File: config.mk
export PLATFORM = sky130hd
export DESIGN_NAME = push_rp_sequencer
export DESIGN_NICKNAME = d
export VERILOG_FILES = /design/src/rtl/push_rp_sequencer.sv
export SDC_FILE = /design/constraint.sdc
export NUM_CORES = 1
export LEC_CHECK = 0
export ABC_AREA = 1
export CAP_MARGIN = 20
export CELL_PAD_IN_SITES_DETAIL_PLACEMENT = 1
export CELL_PAD_IN_SITES_GLOBAL_PLACEMENT = 1
export CORE_MARGIN = 2
export CORE_UTILIZATION = 19
export CTS_CLUSTER_SIZE = 30
export DETAILED_ROUTE_END_ITERATION = 8
export GPL_TIMING_DRIVEN = 0
export PLACE_DENSITY = 0.77
export SYNTH_ARGS = -nofsm -noshare
export SYNTH_HDL_FRONTEND = slang
export SYNTH_SLANG_ARGS = --single-unit
File: constraint.sdc
create_clock -name i_Clk -period 1.3 [get_ports i_Clk]
set_input_delay 0.39 -clock i_Clk [delete_from_list [all_inputs] [get_ports i_Clk]]
set_output_delay 0.39 -clock i_Clk [all_outputs]
set_load 0.005 [all_outputs]
File: src/rtl/push_rp_sequencer.sv
// push_rp_sequencer: PUSH rr sequencer that writes a register pair to SP-1 (high byte) then SP-2 (low byte)
module push_rp_sequencer #(
  parameter int WAIT_STEP = 2
) (
  input  logic       i_Clk,
  input  logic       i_Reset_n,
  input  logic       i_Tick,
  input  logic       i_Start,
  input  logic [1:0] i_P,
  input  logic       i_Wait,
  input  logic [7:0] i_Reg_Data,
  output logic [7:0] o_Read8,
  output logic       o_Addr_SP,
  output logic       o_Address_Out,
  output logic       o_Dec_SP,
  output logic       o_Bus_Out,
  output logic [7:0] o_Bus_Data,
  output logic       o_Mem_Write,
  output logic       o_IR_Fetch,
  output logic       o_Busy,
  output logic       o_Done
);
  typedef enum logic [1:0] {IDLE, DEC, WR_HI, WR_LO} state_t;
  state_t state, state_nx;
  logic [1:0] step, step_nx, pair, pair_nx;
  logic wr, last, hold;
  always_ff @(posedge i_Clk or negedge i_Reset_n)
    if (!i_Reset_n) begin
      state <= IDLE;
      step  <= 2'd0;
      pair  <= 2'd0;
    end else if (i_Tick) begin
      state <= state_nx;
      step  <= step_nx;
      pair  <= pair_nx;
    end
  always_comb begin
    wr            = (state == WR_HI) || (state == WR_LO);
    last          = step == 2'd3;
    hold          = wr && (step == 2'(WAIT_STEP)) && i_Wait;
    state_nx      = state == IDLE ? (i_Start ? DEC : IDLE) :
                    !last ? state :
                    state == DEC ? WR_HI :
                    state == WR_HI ? WR_LO : IDLE;
    step_nx       = state == IDLE ? 2'd0 : hold ? step : step + 2'd1;
    pair_nx       = (state == IDLE) && i_Start ? i_P : pair;
    o_Read8       = state == WR_HI ? 8'h80 >> {pair, 1'b0} :
                    state == WR_LO ? 8'h40 >> {pair, 1'b0} : 8'h00;
    o_Addr_SP     = wr;
    o_Address_Out = wr;
    o_Bus_Out     = wr;
    o_Bus_Data    = !wr ? 8'h00 :
                    (state == WR_LO) && (pair == 2'd3) ? {i_Reg_Data[7:4], 4'h0} : i_Reg_Data;
    o_Dec_SP      = ((state == DEC) && (step == 2'd1)) || ((state == WR_HI) && last);
    o_Mem_Write   = wr && (step == 2'(WAIT_STEP));
    o_Done        = (state == WR_LO) && last;
    o_IR_Fetch    = (state == WR_LO) && last;
    o_Busy        = state != IDLE;
  end
endmodule

After elaboration in Yosys (flattened, before gate mapping)
Index checks and enable logic that the tools add are counted.
{"block": "totals", "regBits": 6, "inputBits": 15, "output_inout_bits": 24, "wordCells": 40}
{"block": "classes", "addsub": 1, "n_eq_ne": 8, "n_shift": 2, "muxes": 11, "reduce_logical": 15}
{"op": "8-bit two-way mux", "n": 3}
{"op": "2-bit two-way mux", "n": 6}
{"op": "2-bit == test, second input constant", "n": 5}
{"op": "7-bit by 3-bit right shift with 8-bit output, first input constant", "n": 1}
{"op": "8-bit by 3-bit right shift with 8-bit output, first input constant", "n": 1}
{"op": "1-bit logical AND", "n": 7}
{"op": "2-bit AND reduction", "n": 3}
{"op": "2-bit by 1-bit == test with 1-bit output, second input constant", "n": 2}
{"op": "4-bit two-way mux", "n": 1}
{"op": "2-bit nonzero test", "n": 2}
{"op": "2-bit by 1-bit adder with 2-bit output, second input constant", "n": 1}
{"op": "2-bit zero test", "n": 1}
{"op": "1-bit logical OR", "n": 2}
{"op": "2-bit by 1-bit != test with 1-bit output, second input constant", "n": 1}
{"op": "1-bit two-way mux", "n": 1}

Logic depth before layout (Yosys ltp)
Gate-level depths: netlist (run 1).
{"block": "logic_depth", "ltp_word": 6, "depth_mapped": 8, "mapped_depth_nobuf": 8}

Worst setup path before layout (run 1)
No wires, ideal clock.
{"block": "synth_timing", "kind": "reg2out", "from": "register state[0]", "to": "output port o_Bus_Data[4]", "arrival_ns": 1.001, "required_ns": 0.910, "path_slack_ns": -0.091, "stages_incl_launch_ff": 7, "path_buffers": 0, "cell_sequence": "dfrtp_1 -> inv_1 -> ha_1 -> inv_2 -> nand2_4 -> inv_1 -> nor2_1"}
{"block": "synth_via", "elab_chain_len": 3, "word_cells_on_any_way": 4, "classes_between": "2 x eq/ne; 1 x mux; 1 x reduce/logical"}
{"element": "start, declared", "line": "24", "text": "state_t state, state_nx;"}
{"element": "start signal, assigned", "line": "33", "text": "state <= state_nx;"}
{"element": "2-bit == test", "line": "38", "text": "wr = (state == WR_HI) || (state == WR_LO);"}
{"element": "1-bit logical OR (*)", "line": "38"}
{"element": "net o_Addr_SP", "line": "13", "text": "output logic o_Addr_SP,"}
{"element": "8-bit two-way mux (*)", "line": "52", "text": "o_Bus_Data = !wr ? 8'h00 :"}
{"element": "end, declared", "line": "17", "text": "output logic [7:0] o_Bus_Data,"}
The timed path passes the listed nets; every way through them passes the cells marked *.

Worst setup path after layout (run 1)
{"block": "layout_timing", "from": "register state[0]", "to": "output port o_Bus_Data[0]"}
{"block": "layout_via", "elab_chain_len": 4, "word_cells_on_any_way": 6, "classes_between": "2 x eq/ne; 2 x mux; 2 x reduce/logical"}
{"element": "2-bit == test", "line": "38, 53"}
{"element": "1-bit logical AND", "line": "53", "text": "(state == WR_LO) && (pair == 2'd3) ? {i_Reg_Data[7:4], 4'h0} : i_Reg_Data;"}
{"element": "4-bit two-way mux", "line": "53"}
{"element": "8-bit two-way mux (*)", "line": "52"}
Mark *: on every way between the ends. The rest lies on a longest branch, timed or not.

==> impl_results.md, run 1 <==
- Syn Inst Count: 88
- Die area: 0.00342 sq mm
- Post-Synth Simple-Gate Area: 36.6%
- Critical Path End Type: output port
- Hold Violations, Final: 0
- Clock latency on the worst-skew pair: 0.25 ns
- Post-synthesis sequential area ratio: 26.6%
- Mux cell area share after synthesis: 0%
- Avg Cell Area, Syn: 6.41 sq um
- Fin cells: 178
- Routed Antenna Nets: 0
- Total grt overflow: 0
- Initial antenna violation count: 0
- Final wirelength: 2.35 mm
- Routed vias: 765
- Xor/xnor cell area share of the yosys netlist: 0%
- Vias per cell: 4.30
- Complex-gate fraction of the synthesized area: 5.99%
- Reg-to-Reg End: step[0]$_DFFE_PN0P_
- FMAX: 535 MHz
- Largest net degree at the start of global routing: 8
- Fin crit period: 1.87 ns
- Cell area after synthesis: 564 sq um
- Startpoint Class: register
- Vias in the first global route: 778
- Initial Utilization: 20.3%
- First-pass GRT wire length: 3.61 mm
- Fill cells: 348
- Period utilization: 144%
- Detailed Routing Iterations Pass 1: 2
- Slew @ Worst Pin: 0.335 ns
- Tot Pwr: 3.07 mW
- Setup_tns: -11.36 ns
- Final routed DRC violation total: 0
- Commonest non-fill, non-tap cell in the layout: buf_2
- Cts bufs inserted: 3
- Die W: 58.5 um
- Main combinational cell family by area after synthesis: simple AND/OR/NAND/NOR gates
- Clock transition at path regs: 0.05 ns
- RePlAce Congestion: 0.650
- Arr. time, crit path: 1.48 ns
- Worst R2R Setup Slack: -0.21 ns
- Count of final setup violators: 30
- Synth cell types: 13
- Die Ht: 58.5 um
- Diode count: 0
- Worst VDD drop: 1140 uV
- CTS H-tree depth: 1
- P&R area growth vs syn: 124%
- Worst-case reg-to-reg path depth: 10
- Adder-Cell Fraction of Synth Area: 15.5%
- Unrepaired setup endpoints after global routing: yes
- Core area: 0.00278 sq mm
- Slew headroom: 77.6%
- WS Path Type: register to output port
- CTS tree: yes
- Placed Instances: 157
- Min Hold Slack: 0.384 ns
- DRT iter0 DRCs: 6
- Number of clock sinks: 6
- Ratio of cells with drive above 1 in the final layout: 56.5%
- Root Driver: clkbuf_4
- Final WS setup: -0.569 ns
- Input/output buffers: 38
- Power Density: 2420 mW/mm^2
- Most frequent cells in the layout: buf_2, buf_4, clkdlybuf4s50_1
- DR WL/cell: 13.2 um
- Post-synthesis register bit count: 6
- YS warnings: 0
- Leakage Power: 0.638 nW
- # rows: 19
- Dpl hpwl: 1.51 mm
- Reg-to-reg startpoint: state[0]$_DFFE_PN0P_
- Status: finished, violations left
- MaxCap Viol Count: 0
- Fin. max-slew vios: 0
- Synth Net Count: 110
- All-Layer GR Usage: 14.3%
- Buffer depth of the longest clock path: 2
- Type of the most critical hold path: input pin to async pin
- Failing checks: setup timing
- Top Ports: 39
- Final setup skew: 0.00407 ns
- CP required: 0.91 ns
- Crit-path max FO: 6
- Nets: 171
==> metal layers <==
| metal | up-vias | GRT usage [%] | share of wire [%] |
|---|---|---|---|
| met5 | - | 0 | 0 |
| met3 | 6 | 2.42 | 7.4 |
| li1 | 376 | - | - |
| met4 | 0 | 5.98 | 2.7 |
| met2 | 29 | 27.6 | 53 |
| met1 | 354 | 15.1 | 37 |
==> cells in the mapped netlist <==
cell type / count / area share, %
nand3_1: 2 / 1.8
inv_2: 1 / 0.66
nand2_1: 19 / 13
nor2_1: 25 / 17
inv_1: 16 / 11
buf_4: 3 / 4.0
ha_1: 7 / 16
nand3_2: 2 / 3.5
o21ai_2: 1 / 1.6
a21oi_1: 4 / 3.5
dfrtp_1: 6 / 27
o21ai_0: 1 / 0.89
nand2_4: 1 / 2.0
==> report_power, final <==
part | internal [mW] | total (mW) | switching (mW)
registers | 0.280 | 0.369 | 0.0894
clock network | 0.105 | 0.179 | 0.0743
logic | 1.27 | 2.52 | 1.25
==> critical path, cell delays in order (launching register included) <==
cell and delay, ns:
dfrtp_1 0.40, buf_4 0.15, ha_4 0.17, inv_6 0.08, nand2_8 0.08, buf_6 0.13, nand2_2 0.06, nor2_2 0.03
buf_2 0.12
==> repair_timing <==
action | 4_1_cts | 5_1_grt
pin swaps | 12 | 14
setup endpoints to repair | 30 | 30
hold buffers | 0 | 0
buffers inserted | 17 | 8
gates resized for setup | 126 | 22
==> per-stage QoR <==
stage / utilization (%) / cell area (sq um) / setup WS [ns]
6_report: 45.5 / 1270 / -0.569
3_3_place_gp: 37.3 / 1040 / -0.598
2_1_floorplan: - / 618 / -0.00277
5_1_grt: 45.5 / 1270 / -0.637
4_1_cts: 43.5 / 1210 / -0.571
3_5_place_dp: 37.3 / 1040 / -0.600
==> flip-flops by register name (all words and copies together) (netlist names) <==
register,cells
state,2
pair,2
step,2
==> how the worst max path moves through the flow <==
stage / start / end / depth (start not counted)
floorplan: state[0]$_DFFE_PN0P_ / o_Bus_Data[4] / 6
global placement: i_Reg_Data[0] / o_Bus_Data[0] / 4
detailed placement: i_Reg_Data[0] / o_Bus_Data[0] / 4
CTS: state[1]$_DFFE_PN0P_ / o_Bus_Data[0] / 8
global route: state[0]$_DFFE_PN0P_ / o_Bus_Data[2] / 8
finish: state[0]$_DFFE_PN0P_ / o_Bus_Data[0] / 8
==> kinds of logic after synthesis <==
group | count (synthesis)
AO/OA/AOI/OAI | 6
adder cells (fa/ha/maj) | 7
buffers and inverters | 20
flip-flops | 6
AND/OR/NAND/NOR | 49
==> area by class of cell <==
| cell class | instances | area (sq um) | share of cell area, % |
|---|---|---|---|
| buffer | 3 | 26.3 | 2.08 |
| clock buffer | 3 | 22.5 | 1.78 |
| inverter | 17 | 83.8 | 6.62 |
| multi-input combinational | 62 | 497 | 39.2 |
| sequential | 6 | 151 | 12.0 |
| tap | 31 | 38.8 | 3.06 |
| timing repair buffer | 56 | 447 | 35.3 |
Power figures use the tool's default switching activity.
==> inputs of run 2 (changes only) <==
--- a/config.mk
+++ b/config.mk
@@ -15,6 +15,7 @@
 export DETAILED_ROUTE_END_ITERATION = 8
 export GPL_TIMING_DRIVEN = 0
 export PLACE_DENSITY = 0.77
+export SLEW_MARGIN = 10
 export SYNTH_ARGS = -nofsm -noshare
 export SYNTH_HDL_FRONTEND = slang
 export SYNTH_SLANG_ARGS = --single-unit
==> constraint.sdc (replaced) <==
create_clock -name i_Clk -period 1.58 [get_ports i_Clk]
set_input_delay 0.474 -clock i_Clk [delete_from_list [all_inputs] [get_ports i_Clk]]
set_output_delay 0.474 -clock i_Clk [all_outputs]
set_load 0.005 [all_outputs]
==> run 2 against run 1 <==
Net effect:
- clock skew fell by 0.0023 ns
- worst setup slack better by 0.36 ns
- power fell by 25%
- clock-buffer cell count unchanged
- final cell count down 2.2%
- critical path type unchanged
- largest cell class unchanged
- sequential share of layout area rose by 1.1 points
- clock power decreased by 23%
- critical path depth decreased by 1
- critical endpoint unchanged
- first-iteration DRC count rose by 33%
- register-to-register slack better by 0.33 ns
- the flow still finishes with violations (setup timing)
- hold slack better by 0.089 ns
- non-clock buffer count decreased by 5
==> impl_results.md, run 2 (same netlist as run 1, synthesis figures left out) <==
- Status: finished, violations left
- Failing checks: setup timing
- Fin cells: 174
- Sequential Area: 153 sq um
- Type of the most critical hold path: input pin to async pin
- Leakage Power: 0.610 nW
- Commonest non-fill, non-tap cell in the layout: buf_2
- Crit-path max FO: 8
- Critical Path End Type: output port
- All-Layer GR Usage: 12.8%
- Final setup skew: 0.00180 ns
- Vias in the first global route: 751
- Hold Violations, Final: 0
- Setup_tns: -3.71 ns
- Most frequent cells in the layout: buf_2, nand2_1, clkdlybuf4s50_1
- Fin. max-slew vios: 0
- Fin crit period: 1.79 ns
- Sw Pwr: 1.04 mW
- Buffer depth of the longest clock path: 2
- Fill cells: 359
- MaxCap Viol Count: 0
- Cts bufs inserted: 3
- Final WS setup: -0.206 ns
- Period utilization: 113%
- Design area: 0.00117 sq mm
- Power Density: 1970 mW/mm^2
- Final wirelength: 2.04 mm
- RePlAce Congestion: 0.697
- Startpoint Class: register
- Initial Utilization: 20.3%
- Delay of the slowest critical-path stage: 0.43 ns
- Top Ports: 39
- Share of total power in sequential cells: 13.6%
- Final routed DRC violation total: 0
- P&R area growth vs syn: 108%
- Count of final setup violators: 23
- Arr. time, crit path: 1.31 ns
- CP Buf/Inv Count: 3
- Input/output buffers: 38
- Core area: 0.00278 sq mm
- DR WL/cell: 11.7 um
- DRT iter0 DRCs: 8
- Number of clock sinks: 6
- Total grt overflow: 0
- CTS H-tree depth: 1
- Clock transition at path regs: 0.04 ns
- Vias per cell: 4.20
- Clock latency on the worst-skew pair: 0.24 ns
- Nets: 167
- CP required: 1.11 ns
- Slew headroom: 82.0%
- Initial antenna violation count: 0
- Unrepaired setup endpoints after global routing: yes
- Top flop regs: pair x2, state x2, step x2
- # rows: 19
- Tot Pwr: 2.30 mW
- Sw frac: 45.1%
- Die Ht: 58.5 um
- Dpl hpwl: 1.38 mm
- Multi-input logic area: 445 sq um
- Root Driver: clkbuf_4
- Pint: 1.26 mW
- FMAX: 560 MHz
- Routed vias: 731
- Detailed Routing Iterations Pass 1: 2
- Largest net degree at the start of global routing: 9
- Routed Antenna Nets: 0
- Clk network pwr share: 5.9%
- Placed Instances: 157
- Die area: 0.00342 sq mm
- Worst VDD drop: 837 uV
- Slew @ Worst Pin: 0.269 ns
- Top Family by Delay on Critical Path: flip-flops
- Ratio of cells with drive above 1 in the final layout: 52.4%
- Comb power frac: 80.4%
- Diode count: 0
- CTS tree: yes
- Crit-path cells: inv_2, ha_4, inv_8, nand2_8, nand2_2, nor2_2, buf_2
- Die W: 58.5 um
- Cell area after placement: 983 sq um
- First-pass GRT wire length: 3.24 mm
- WS Path Type: register to output port
- Slowest CP cell: dfrtp_2
- Hold Buf Count CTS: 0
## run 2: path summary, 6_finish.rpt
check,start,slack (ns),cells after the start,endpoint
max in group asynchronous,i_Reset_n,0.88,1,state[0]$_DFFE_PN0P_
worst max register to register,state[1]$_DFFE_PN0P_,0.12,9,step[0]$_DFFE_PN0P_
worst max-delay path,state[0]$_DFFE_PN0P_,-0.21,7,o_Bus_Data[0]
worst min register to register,pair[1]$_DFFE_PN0P_,0.60,2,pair[1]$_DFFE_PN0P_
worst min-delay path,i_Reset_n,0.47,1,step[0]$_DFFE_PN0P_
min in group i_Clk,pair[1]$_DFFE_PN0P_,0.60,2,pair[1]$_DFFE_PN0P_
## run 2: power groups by stage
stage | sequential (mW) | combinational (mW) | clock [mW]
floorplan | 0.282 | 0.645 | 0
CTS | 0.305 | 1.75 | 0.144
detailed placement | 0.303 | 1.28 | 0
global route | 0.325 | 2.03 | 0.151
finish | 0.314 | 1.85 | 0.137
global placement | 0.292 | 1.24 | 0
## run 2: final cells by class
type	instances	share of cell area, %
Buffer	3	2.88
Clock buffer	3	1.92
Inverter	17	6.94
Multi-Input combinational cell	63	38.0
Sequential cell	6	13.0
Tap cell	31	3.31
Timing Repair Buffer	51	33.9
## run 2: repair_timing
item / in CTS / in global routing
gates cloned: 1 / 0
gates resized for setup: 130 / 13
buffers inserted: 13 / 0
setup endpoints to repair: 24 / 25
pin swaps: 10 / 3
## run 2: worst register-to-register path: stages (launching register included)
cell and delay, ns:
dfrtp_2 0.45, ha_4 0.20, inv_6 0.09, nand2_4 0.07
buf_4 0.14, buf_4 0.13, nand3_2 0.08, nand2_1 0.07
nand2_1 0.06, nand2_1 0.05
## run 2: layer usage
layer | track usage (%) | part of all wire [%] | vias up | routed length, um
met2 | 25.7 | 52 | 28 | 1060
met1 | 11.6 | 35 | 327 | 722
li1 | - | - | 372 | -
met5 | 0 | 0 | - | 0
met3 | 2.86 | 9.9 | 4 | 201
met4 | 6.98 | 2.3 | 0 | 47
## run 2: per-stage QoR
| step | hold WS (ns) | utilization, % | setup slack [ns] |
|---|---|---|---|
| finish | 0.473 | 42.1 | -0.206 |
| global route | 0.478 | 42.1 | -0.277 |
| CTS | 0.472 | 40.7 | -0.223 |
| detailed placement | 0.530 | 35.4 | -0.558 |
| global placement | 0.521 | 35.4 | -0.475 |
| floorplan | 0.178 | - | 0.105 |
==> inputs of run 3 (changes only) <==
--- a/config.mk
+++ b/config.mk
@@ -6,7 +6,7 @@
 export NUM_CORES = 1
 export LEC_CHECK = 0
 export ABC_AREA = 1
-export CAP_MARGIN = 20
+export CAP_MARGIN = 40
 export CELL_PAD_IN_SITES_DETAIL_PLACEMENT = 1
 export CELL_PAD_IN_SITES_GLOBAL_PLACEMENT = 1
 export CORE_MARGIN = 2
==> results of run 3 <==
Same layout as run 2: the final DEF is identical, and so are final timing and power.
